[src/rtl/jtag_host_master.sv]
// jtag_host_master: fabric-side JTAG initiator. Runs the TAP through a reset
// walk at start-up, then executes IR scans, DR scans and TAP resets on request,
// returning the TDO bits captured during the shift phase.
module jtag_host_master #(
  parameter int unsigned CLK_DIV = 4,
  parameter int unsigned MAX_LEN = 64
) (
  input  logic                       clk_i,
  input  logic                       rst_ni,
  input  logic                       cmd_valid_i,
  output logic                       cmd_ready_o,
  input  logic                       cmd_reset_i,
  input  logic                       cmd_ir_i,
  input  logic [$clog2(MAX_LEN)-1:0] cmd_len_i,
  input  logic [MAX_LEN-1:0]         cmd_data_i,
  output logic                       rsp_valid_o,
  input  logic                       rsp_ready_i,
  output logic [MAX_LEN-1:0]         rsp_data_o,
  output logic                       jtag_tck_o,
  output logic                       jtag_tms_o,
  output logic                       jtag_tdi_o,
  input  logic                       jtag_tdo_i
);

  localparam int unsigned LW = $clog2(MAX_LEN);
  // Two spare bits hold L plus the pre/post TMS bits without overflow.
  localparam int unsigned BW = LW + 2;
  localparam int unsigned DW = (CLK_DIV > 1) ? $clog2(CLK_DIV) : 1;
  localparam logic [DW-1:0] DIV_LAST = DW'(CLK_DIV - 1);

  typedef enum logic [1:0] {INIT, IDLE, SCAN, RESP} state_e;

  state_e r_state;
  state_e w_state_nxt;

  logic               r_armed;
  logic [DW-1:0]      r_div;
  logic               r_high;
  logic [BW-1:0]      r_bit;
  logic [BW-1:0]      r_len;
  logic               r_ir;
  logic               r_rst;
  logic [MAX_LEN-1:0] r_data;
  logic [MAX_LEN-1:0] r_rsp;
  logic               r_tck;
  logic               r_tms;
  logic               r_tdi;

  logic               w_accept;
  logic               w_run;
  logic               w_half_end;
  logic               w_end;
  logic [BW-1:0]      w_start;
  logic [BW-1:0]      w_n;
  logic [BW-1:0]      w_bit_nxt;
  logic               w_cur_shift;
  logic               w_nxt_shift;
  logic [LW-1:0]      w_cur_idx;
  logic [LW-1:0]      w_nxt_idx;
  logic               w_tms_nxt;
  logic               w_tdi_nxt;

  // State register.
  always_ff @(posedge clk_i or negedge rst_ni) begin
    if (!rst_ni) begin
      r_state <= INIT;
    end else begin
      r_state <= w_state_nxt;
    end
  end

  // Next state, TCK bit bookkeeping and the TMS/TDI values for the next bit.
  always_comb begin
    w_state_nxt = r_state;
    w_accept    = (r_state == IDLE) && cmd_valid_i;
    w_run       = (r_state == SCAN) || ((r_state == INIT) && r_armed);
    w_half_end  = w_run && (r_div == DIV_LAST);
    w_start     = r_ir ? BW'(4) : BW'(3);
    w_n         = r_rst ? BW'(6) : (r_len + w_start + BW'(2));
    w_end       = w_half_end && r_high && (r_bit == (w_n - BW'(1)));
    w_bit_nxt   = r_bit + BW'(1);
    w_cur_shift = !r_rst && (r_bit >= w_start) && (r_bit < (w_start + r_len));
    w_nxt_shift = !r_rst && (w_bit_nxt >= w_start) && (w_bit_nxt < (w_start + r_len));
    w_cur_idx   = LW'(r_bit - w_start);
    w_nxt_idx   = LW'(w_bit_nxt - w_start);
    w_tms_nxt   = 1'b0;
    if (r_rst) begin
      w_tms_nxt = (w_bit_nxt < BW'(5));
    end else if (w_bit_nxt < w_start) begin
      w_tms_nxt = r_ir && (w_bit_nxt == BW'(1));
    end else if (w_nxt_shift) begin
      w_tms_nxt = (w_bit_nxt == (w_start + r_len - BW'(1)));
    end else begin
      w_tms_nxt = (w_bit_nxt == (w_start + r_len));
    end
    w_tdi_nxt = w_nxt_shift && r_data[w_nxt_idx];

    case (r_state)
      INIT:    if (w_end) w_state_nxt = IDLE;
      IDLE:    if (cmd_valid_i) w_state_nxt = SCAN;
      SCAN:    if (w_end) w_state_nxt = RESP;
      RESP:    if (rsp_ready_i) w_state_nxt = IDLE;
      default: w_state_nxt = INIT;
    endcase

    cmd_ready_o = (r_state == IDLE);
    rsp_valid_o = (r_state == RESP);
  end

  // Command latch, TCK half-period timing, TMS/TDI drive and TDO capture.
  // The start-up walk reuses the reset-command sequence; r_armed makes the
  // first edge after reset release play the role of the accept edge.
  always_ff @(posedge clk_i or negedge rst_ni) begin
    if (!rst_ni) begin
      r_armed <= 1'b0;
      r_div   <= '0;
      r_high  <= 1'b0;
      r_bit   <= '0;
      r_len   <= '0;
      r_ir    <= 1'b0;
      r_rst   <= 1'b1;
      r_data  <= '0;
      r_rsp   <= '0;
      r_tck   <= 1'b0;
      r_tms   <= 1'b1;
      r_tdi   <= 1'b0;
    end else if (w_accept) begin
      r_data <= cmd_data_i;
      r_len  <= BW'(cmd_len_i) + BW'(1);
      r_ir   <= cmd_ir_i;
      r_rst  <= cmd_reset_i;
      r_rsp  <= '0;
      r_bit  <= '0;
      r_div  <= '0;
      r_high <= 1'b0;
      r_tck  <= 1'b0;
      r_tms  <= 1'b1;
      r_tdi  <= 1'b0;
    end else if ((r_state == INIT) && !r_armed) begin
      r_armed <= 1'b1;
    end else if (w_run) begin
      if (w_half_end) begin
        r_div <= '0;
        if (!r_high) begin
          r_tck  <= 1'b1;
          r_high <= 1'b1;
          if (w_cur_shift) begin
            r_rsp[w_cur_idx] <= jtag_tdo_i;
          end
        end else begin
          r_tck  <= 1'b0;
          r_high <= 1'b0;
          if (!w_end) begin
            r_bit <= w_bit_nxt;
            r_tms <= w_tms_nxt;
            r_tdi <= w_tdi_nxt;
          end
        end
      end else begin
        r_div <= r_div + DW'(1);
      end
    end
  end

  assign rsp_data_o = r_rsp;
  assign jtag_tck_o = r_tck;
  assign jtag_tms_o = r_tms;
  assign jtag_tdi_o = r_tdi;

endmodule

[config.mk]
export PLATFORM = sky130hd
export DESIGN_NAME = jtag_host_master
export DESIGN_NICKNAME = d
export VERILOG_FILES = /design/src/rtl/jtag_host_master.sv
export SDC_FILE = /design/constraint.sdc
export NUM_CORES = 1
export LEC_CHECK = 0
export ABC_AREA = 1
export CORE_MARGIN = 4
export CORE_UTILIZATION = 45
export DETAILED_ROUTE_END_ITERATION = 10
export GPL_TIMING_DRIVEN = 0
export PLACE_DENSITY = 0.69
export SYNTH_ARGS = -nofsm -noshare
export SYNTH_HDL_FRONTEND = slang
export SYNTH_SLANG_ARGS = --single-unit
export TNS_END_PERCENT = 100
[constraint.sdc]
create_clock -name clk_i -period 5.65 [get_ports clk_i]
set_input_delay 0.8475 -clock clk_i [delete_from_list [all_inputs] [get_ports clk_i]]
set_output_delay 0.8475 -clock clk_i [all_outputs]
set_load 0.1 [all_outputs]
* Word-level counts from Yosys, hierarchy flattened
Index checks and enable logic that the tools add are counted.
Storage, ports and cells: flip-flop bits (word level) 154, bits of input ports 77, output and inout bits 69, word-level logic and storage cells 121
Operators by class: add/subtract/negate cells 9, order comparisons 9, eq/ne operators 15, multiplexer cells 48, bitwise logic cells 1, reduce and logical (&&, ||, !) cells 27
Operators by type and width (number):
- $mux 64 | 6
- $bwmux 64 | 1
- $mux 8 | 7
- $eq 8x8->1 | 3
- $mux 1 | 22
- $ge 8x3->1 | 2
- $lt 8x8->1 | 2
- $mux 2 | 8
- $sub 8x1->8 const B | 2
- $lt 6x7->1 const B | 2
- $logic_and 1x1->1 | 13
- $sub 6x3->6 | 2
- $ne 2x2->1 const B | 5
- $reduce_and 5->1 | 2
- $add 3x8->8 | 1
- $add 8x1->8 const B | 1
- $add 8x2->8 const B | 1
- $eq 8x1->1 const B | 1
- $lt 8x3->1 | 1
- $lt 8x3->1 const B | 1
- $pmux 2 s4 | 1
- $reduce_bool 2->1 | 4
- $add 6x1->7 const B | 1
- $bmux 1 s6 | 1
- other kinds (14) | 19

* Depth between registers and ports, before layout
depth in word-level cells 13, gate-level depth with buffers 26, gate-level depth less buffers 26

* Least setup slack after synthesis
Ideal clock, no wire load.
kind flip-flop to flip-flop, start reg r_ir, end reg r_rsp[10], in the netlist rsp_data_o[10], library setup time 0.122 ns, arrival 3.248 ns, required time 5.528 ns, path slack 2.280 ns, stages on the path, launching flop included 20, path buffers 2, period minus slack after synthesis 3.370 ns, cells stage by stage dfrtp_1 inv_1 ha_1 inv_1 fa_1 inv_1 nand2_2 nand2_2 nand3_1 nand2_1 nand2_1 ha_1 a2111oi_0 nand3_1 a21oi_1 buf_2 clkbuf_1 o21ai_0 nand2_1 nand2_1
Between the ends: cells in the longest elaborated chain, start to end 13, elaborated cells between the ends (all ways) 21, those cells by class 2 x add/sub; 4 x order compare; 10 x mux; 5 x reduce/logical
Ends and longest elaborated chain:
- start, declared | line 41 | logic r_ir;
- start signal, assigned | line 130 | r_ir <= cmd_ir_i;
- $mux 3 * | line 78 | w_start = r_ir ? BW'(4) : BW'(3);
- $sub 6x3->6 | line 84 | w_cur_idx = LW'(r_bit - w_start);
- $lt 6x7->1 (not written as such) / $ge 6x1->1 (equally long branches) | line 148 | r_rsp[w_cur_idx] <= jtag_tdo_i;
- $logic_and 1x1->1 (not written as such) | line 148
- $mux 1 (not written as such) | line 148
- $demux 1 s6 | line 148
- $bwmux 64 | line 148
- $mux 64 | line 147 | if (w_cur_shift) begin
- $mux 64 | line 144 | if (!r_high) begin
- $mux 64 | line 142 | if (w_half_end) begin
- $mux 64 | line 141 | end else if (w_run) begin
- $mux 64 | line 139 | end else if ((r_state == INIT) && !r_armed) begin
- $mux 64 | line 127 | end else if (w_accept) begin
- end signal, assigned by index | line 148
- end, declared | line 44 | logic [MAX_LEN-1:0] r_rsp;
Every way passes the cells marked *; elsewhere a longest branch is shown, timed or not. The select of a mux whose other input is x is not followed. A chain may end at the register's enable or synchronous reset.

* Final worst setup path
start reg r_ir, end reg r_rsp[28], in the netlist rsp_data_o[28]
Same word-level chain as after synthesis.

==> key figures <==
Worst setup path
  – Worst path slowest cell: dfrtp_1
  – Setup crit start: r_ir$_DFFE_PN0P_
  – Worst R2R Start: r_ir$_DFFE_PN0P_
  – Buf+Inv Stages, Crit Path: 5
  – Crit Path Class: flop to flop
  – Most used cell, CP: nand2_1
  – Worst stage delay on the critical path: 0.50 ns
  – CP Capture Type: flop
  – Max FO, Critical Path: 10
  – Flop2flop setup slack: 1.36 ns
  – Worst R2R End: rsp_data_o[28]$_DFFE_PN0P_
  – CP arrival: 4.61 ns
  – Cells along the critical path: inv_1, ha_1, inv_1, fa_1, inv_1, nand2_2, nand2_2, nand3_1, nand2_1, nand2_1, ha_1, a2111oi_0, nand3_1, a21oi_1, buf_2, clkbuf_1, o21ai_0, nand2_1, nand2_1
  – Crit path required time: 5.97 ns
  – Kind of cell adding the most delay to the critical path: buffers and inverters
  – Critical Path Source Type: flop
  – R2R depth: 19

CTS
  – Num CTS Buffers: 17
  – Post CTS Setup Buffer Count: 0
  – Root Buffer: clkbuf_16
  – Cts repair resizes: 0
  – CTS Sinks: 153
  – Hold buffer count at cts: 0
  – Clk Latency, worst-skew pair: 0.43 ns
  – Deepest clock path buffer count: 2
  – Number of H-tree levels: 4
  – Clk slew on worst S/H paths: 0.06 ns
  – CTS tree: built

Timing
  – Period Utilization, post-route: 75.9%
  – Tightest Pin Transition: 1.05 ns
  – Setup tns final: 0 ns
  – Slew margin rel.: 29.6%
  – RSZ-0062 raised after global routing: no
  – Worst hold slack: 0.391 ns
  – Worst Skew: 0.0114 ns
  – Period minus WS final: 4.29 ns
  – Setup Viol. Count Final: 0
  – Slew Viols, Final: 0
  – Final hold violations: 0
  – FMAX: 233 MHz

Drt
  – DRC violations left: 0
  – Final ANT Viol Nets: 0
  – DRT Pass-1 Iters: 6
  – Via Count: 9278
  – DR WL/cell: 15.3 um
  – Total length of routed wires: 26900 um
  – Initial DRC Count: 832
  – Vias per inst: 5.27

Yosys
  – Yosys top cell by area: dfrtp_1
  – Number of flops mapped to enable cells by yosys: 0
  – Distinct cells, synth: 42
  – FF+latch count, synth: 153
  – Post-Syn Instances: 1312
  – Mapped cell area: 9280 um^2
  – Synth Warn #: 0
  – Synth area leaders: dfrtp_1 (41%), nand2_1 (19%), nand3_1 (7.5%)
  – Ys async rst share: 100%
  – Post-Syn Area per Cell: 7.07 um^2
  – Seq/Total Area, Yosys: 41.3%
  – Synthesized net count: 1430
  – Synth top area share: 40.7%
  – Synth Flop Type: dfrtp_1

Floorplanning
  – Cell row count: 52
  – Die X-Extent: 152 um
  – Die height: 152 um
  – Top Ports: 146
  – Core area: 20200 um^2
  – Initial Util: 45.9%
  – Full die area: 23000 um^2

Finish
  – Final Core Density: 58.0%
  – Diodes inserted: 0
  – Fill count: 1908
  – Post-layout instance area: 11700 um^2
  – Layout cells sized above 1: 5.37%
  – Fin nets: 1595
  – Area Growth Syn to Fin: 26.5%

Place
  – Placed inst area: 11100 um^2
  – I/O Buffers: 145
  – GP Congestion: 0.896
  – Post-DP HPWL: 19500 um

Global routing
  – Overflow after GRT: 0
  – Tot GR Track Use: 24.1%
  – First-pass GRT wire length: 44000 um
  – Number of global-route vias before repair: 8971
  – Antenna violations before repair: 0
  – Largest net degree at the start of global routing: 98

Job
  – Max-cap violations: 0

Power
  – Internal Power: 3300 uW
  – Leak Pwr: 0.00576 uW
  – PwrDens: 577 nW/um^2
  – NetSw: 3470 uW
  – Clock power share: 18.4%
  – Combinational share of power: 59.5%
  – IR drop worst, VDD: 0.379 mV
  – Net Sw Frac: 51.3%
  – Total power: 6780 uW
  – Seq pwr share: 22.2%

Min path
  – Worst hold path type: input pin to asynchronous set/reset pin

Outcome
  – Status: complete, no violations
area by class of cell:
class | instances | area, um^2 | share of cell area [%]
Sequential cell | 153 | 3830 | 32.6
Clock inverter | 12 | 188 | 1.60
Tap cell | 270 | 338 | 2.88
Multi-Input combinational cell | 1004 | 4860 | 41.4
Inverter | 96 | 363 | 3.09
Clock buffer | 20 | 457 | 3.89
Buffer | 59 | 229 | 1.95
Timing Repair Buffer | 146 | 1480 | 12.6
synthesized netlist by cell type (all sizes together) (2+ instances only):
| library cell | instances |
|---|---|
| nand2 | 487 |
| nand3 | 146 |
| dfrtp | 151 |
| nor4 | 3 |
| o21ai | 117 |
| nand4 | 12 |
| a21oi | 35 |
| nor2 | 126 |
| o22ai | 2 |
| clkbuf | 49 |
| dfstp | 2 |
| or2 | 2 |
| buf | 10 |
| xor2 | 16 |
| fa | 3 |
| ha | 38 |
| inv | 96 |
| nor3 | 6 |
cell usage in the layout (no fill, tap or decap), types with 5 or more instances in the layout:
| cell type | Yosys | layout |
|---|---|---|
| a21oi_1 | 35 | 35 |
| clkbuf_16 | 0 | 17 |
| nand3_2 | 6 | 6 |
| nand3_1 | 139 | 139 |
| inv_1 | 90 | 90 |
| ha_1 | 38 | 38 |
| dfrtp_1 | 151 | 151 |
| nand2_1 | 471 | 471 |
| nor3_1 | 5 | 5 |
| clkdlybuf4s50_1 | 0 | 144 |
| clkbuf_1 | 49 | 50 |
| nand2_4 | 5 | 5 |
| buf_2 | 6 | 6 |
| o21ai_0 | 115 | 115 |
| nand2_2 | 11 | 11 |
| xor2_1 | 15 | 15 |
| nand4_1 | 12 | 12 |
| inv_2 | 5 | 5 |
| nor2_1 | 121 | 121 |
sequential cells by signal, indices dropped and copies added, names as in the netlist:
register and cells:
r_div 2, r_rst 1, rsp_data_o 64, r_ir 1, r_armed 1, r_data 64
r_state 2, r_bit 8, jtag_tck_o 1, jtag_tms_o 1, r_len 7, jtag_tdi_o 1
metal layers:
metal	GRT usage, %	wire [um]
met1	34.7	12400
met3	3.75	1590
met4	8.85	834
met5	0	0
met2	36.8	12100
worst reg2reg max path, delay by kind of cell (launching register included):
| kind | cells | cell delay [ns] |
|---|---|---|
| flip-flops | 1 | 0.50 |
| AND/OR/NAND/NOR | 8 | 0.81 |
| buffers and inverters | 5 | 1.09 |
| adder cells (fa/ha/maj) | 3 | 0.96 |
| AO/OA/AOI/OAI | 3 | 0.79 |
how the worst max path moves through the flow:
| stage | slack, ns | depth (start not counted) | endpoint |
|---|---|---|---|
| after global placement | -2.59 | 1 | r_len[5]$_DFFE_PN0P_ |
| after CTS | 1.41 | 19 | rsp_data_o[28]$_DFFE_PN0P_ |
| after detailed placement | 1.43 | 19 | rsp_data_o[37]$_DFFE_PN0P_ |
| final | 1.36 | 19 | rsp_data_o[28]$_DFFE_PN0P_ |
| after floorplan | 2.28 | 19 | rsp_data_o[10]$_DFFE_PN0P_ |
| after global routing | 0.98 | 19 | rsp_data_o[41]$_DFFE_PN0P_ |
power groups by stage:
stage / Clock, uW / Sequential (uW) / Combinational, uW
after floorplan: 0 / 1560 / 2780
after global placement: 0 / 1510 / 3870
after detailed placement: 0 / 1510 / 3940
after CTS: 1250 / 1500 / 3980
after global routing: 1310 / 1530 / 4530
final: 1250 / 1500 / 4030
kinds of logic (layout without fill, tap and decap cells):
family / Yosys count / in the layout / share of synthesized area, %
adders and majority gates: 41 / 41 / 5.77
xor gates and xnor gates: 17 / 17 / 1.69
AOI/OAI and AO/OA: 162 / 162 / 9.09
buffers and inverters: 155 / 333 / 6.38
DFF: 153 / 153 / 41.3
and+or+nand+nor: 784 / 784 / 35.8
stage by stage:
step / cells / setup WS, ns
6_report: 1760 / 1.36
5_1_grt: 1760 / 0.979
4_1_cts: 1760 / 1.41
3_5_place_dp: 1728 / 1.43
3_3_place_gp: 1727 / -2.59
2_1_floorplan: 1312 / 2.28
No activity file was read; power rests on OpenSTA's default activity.
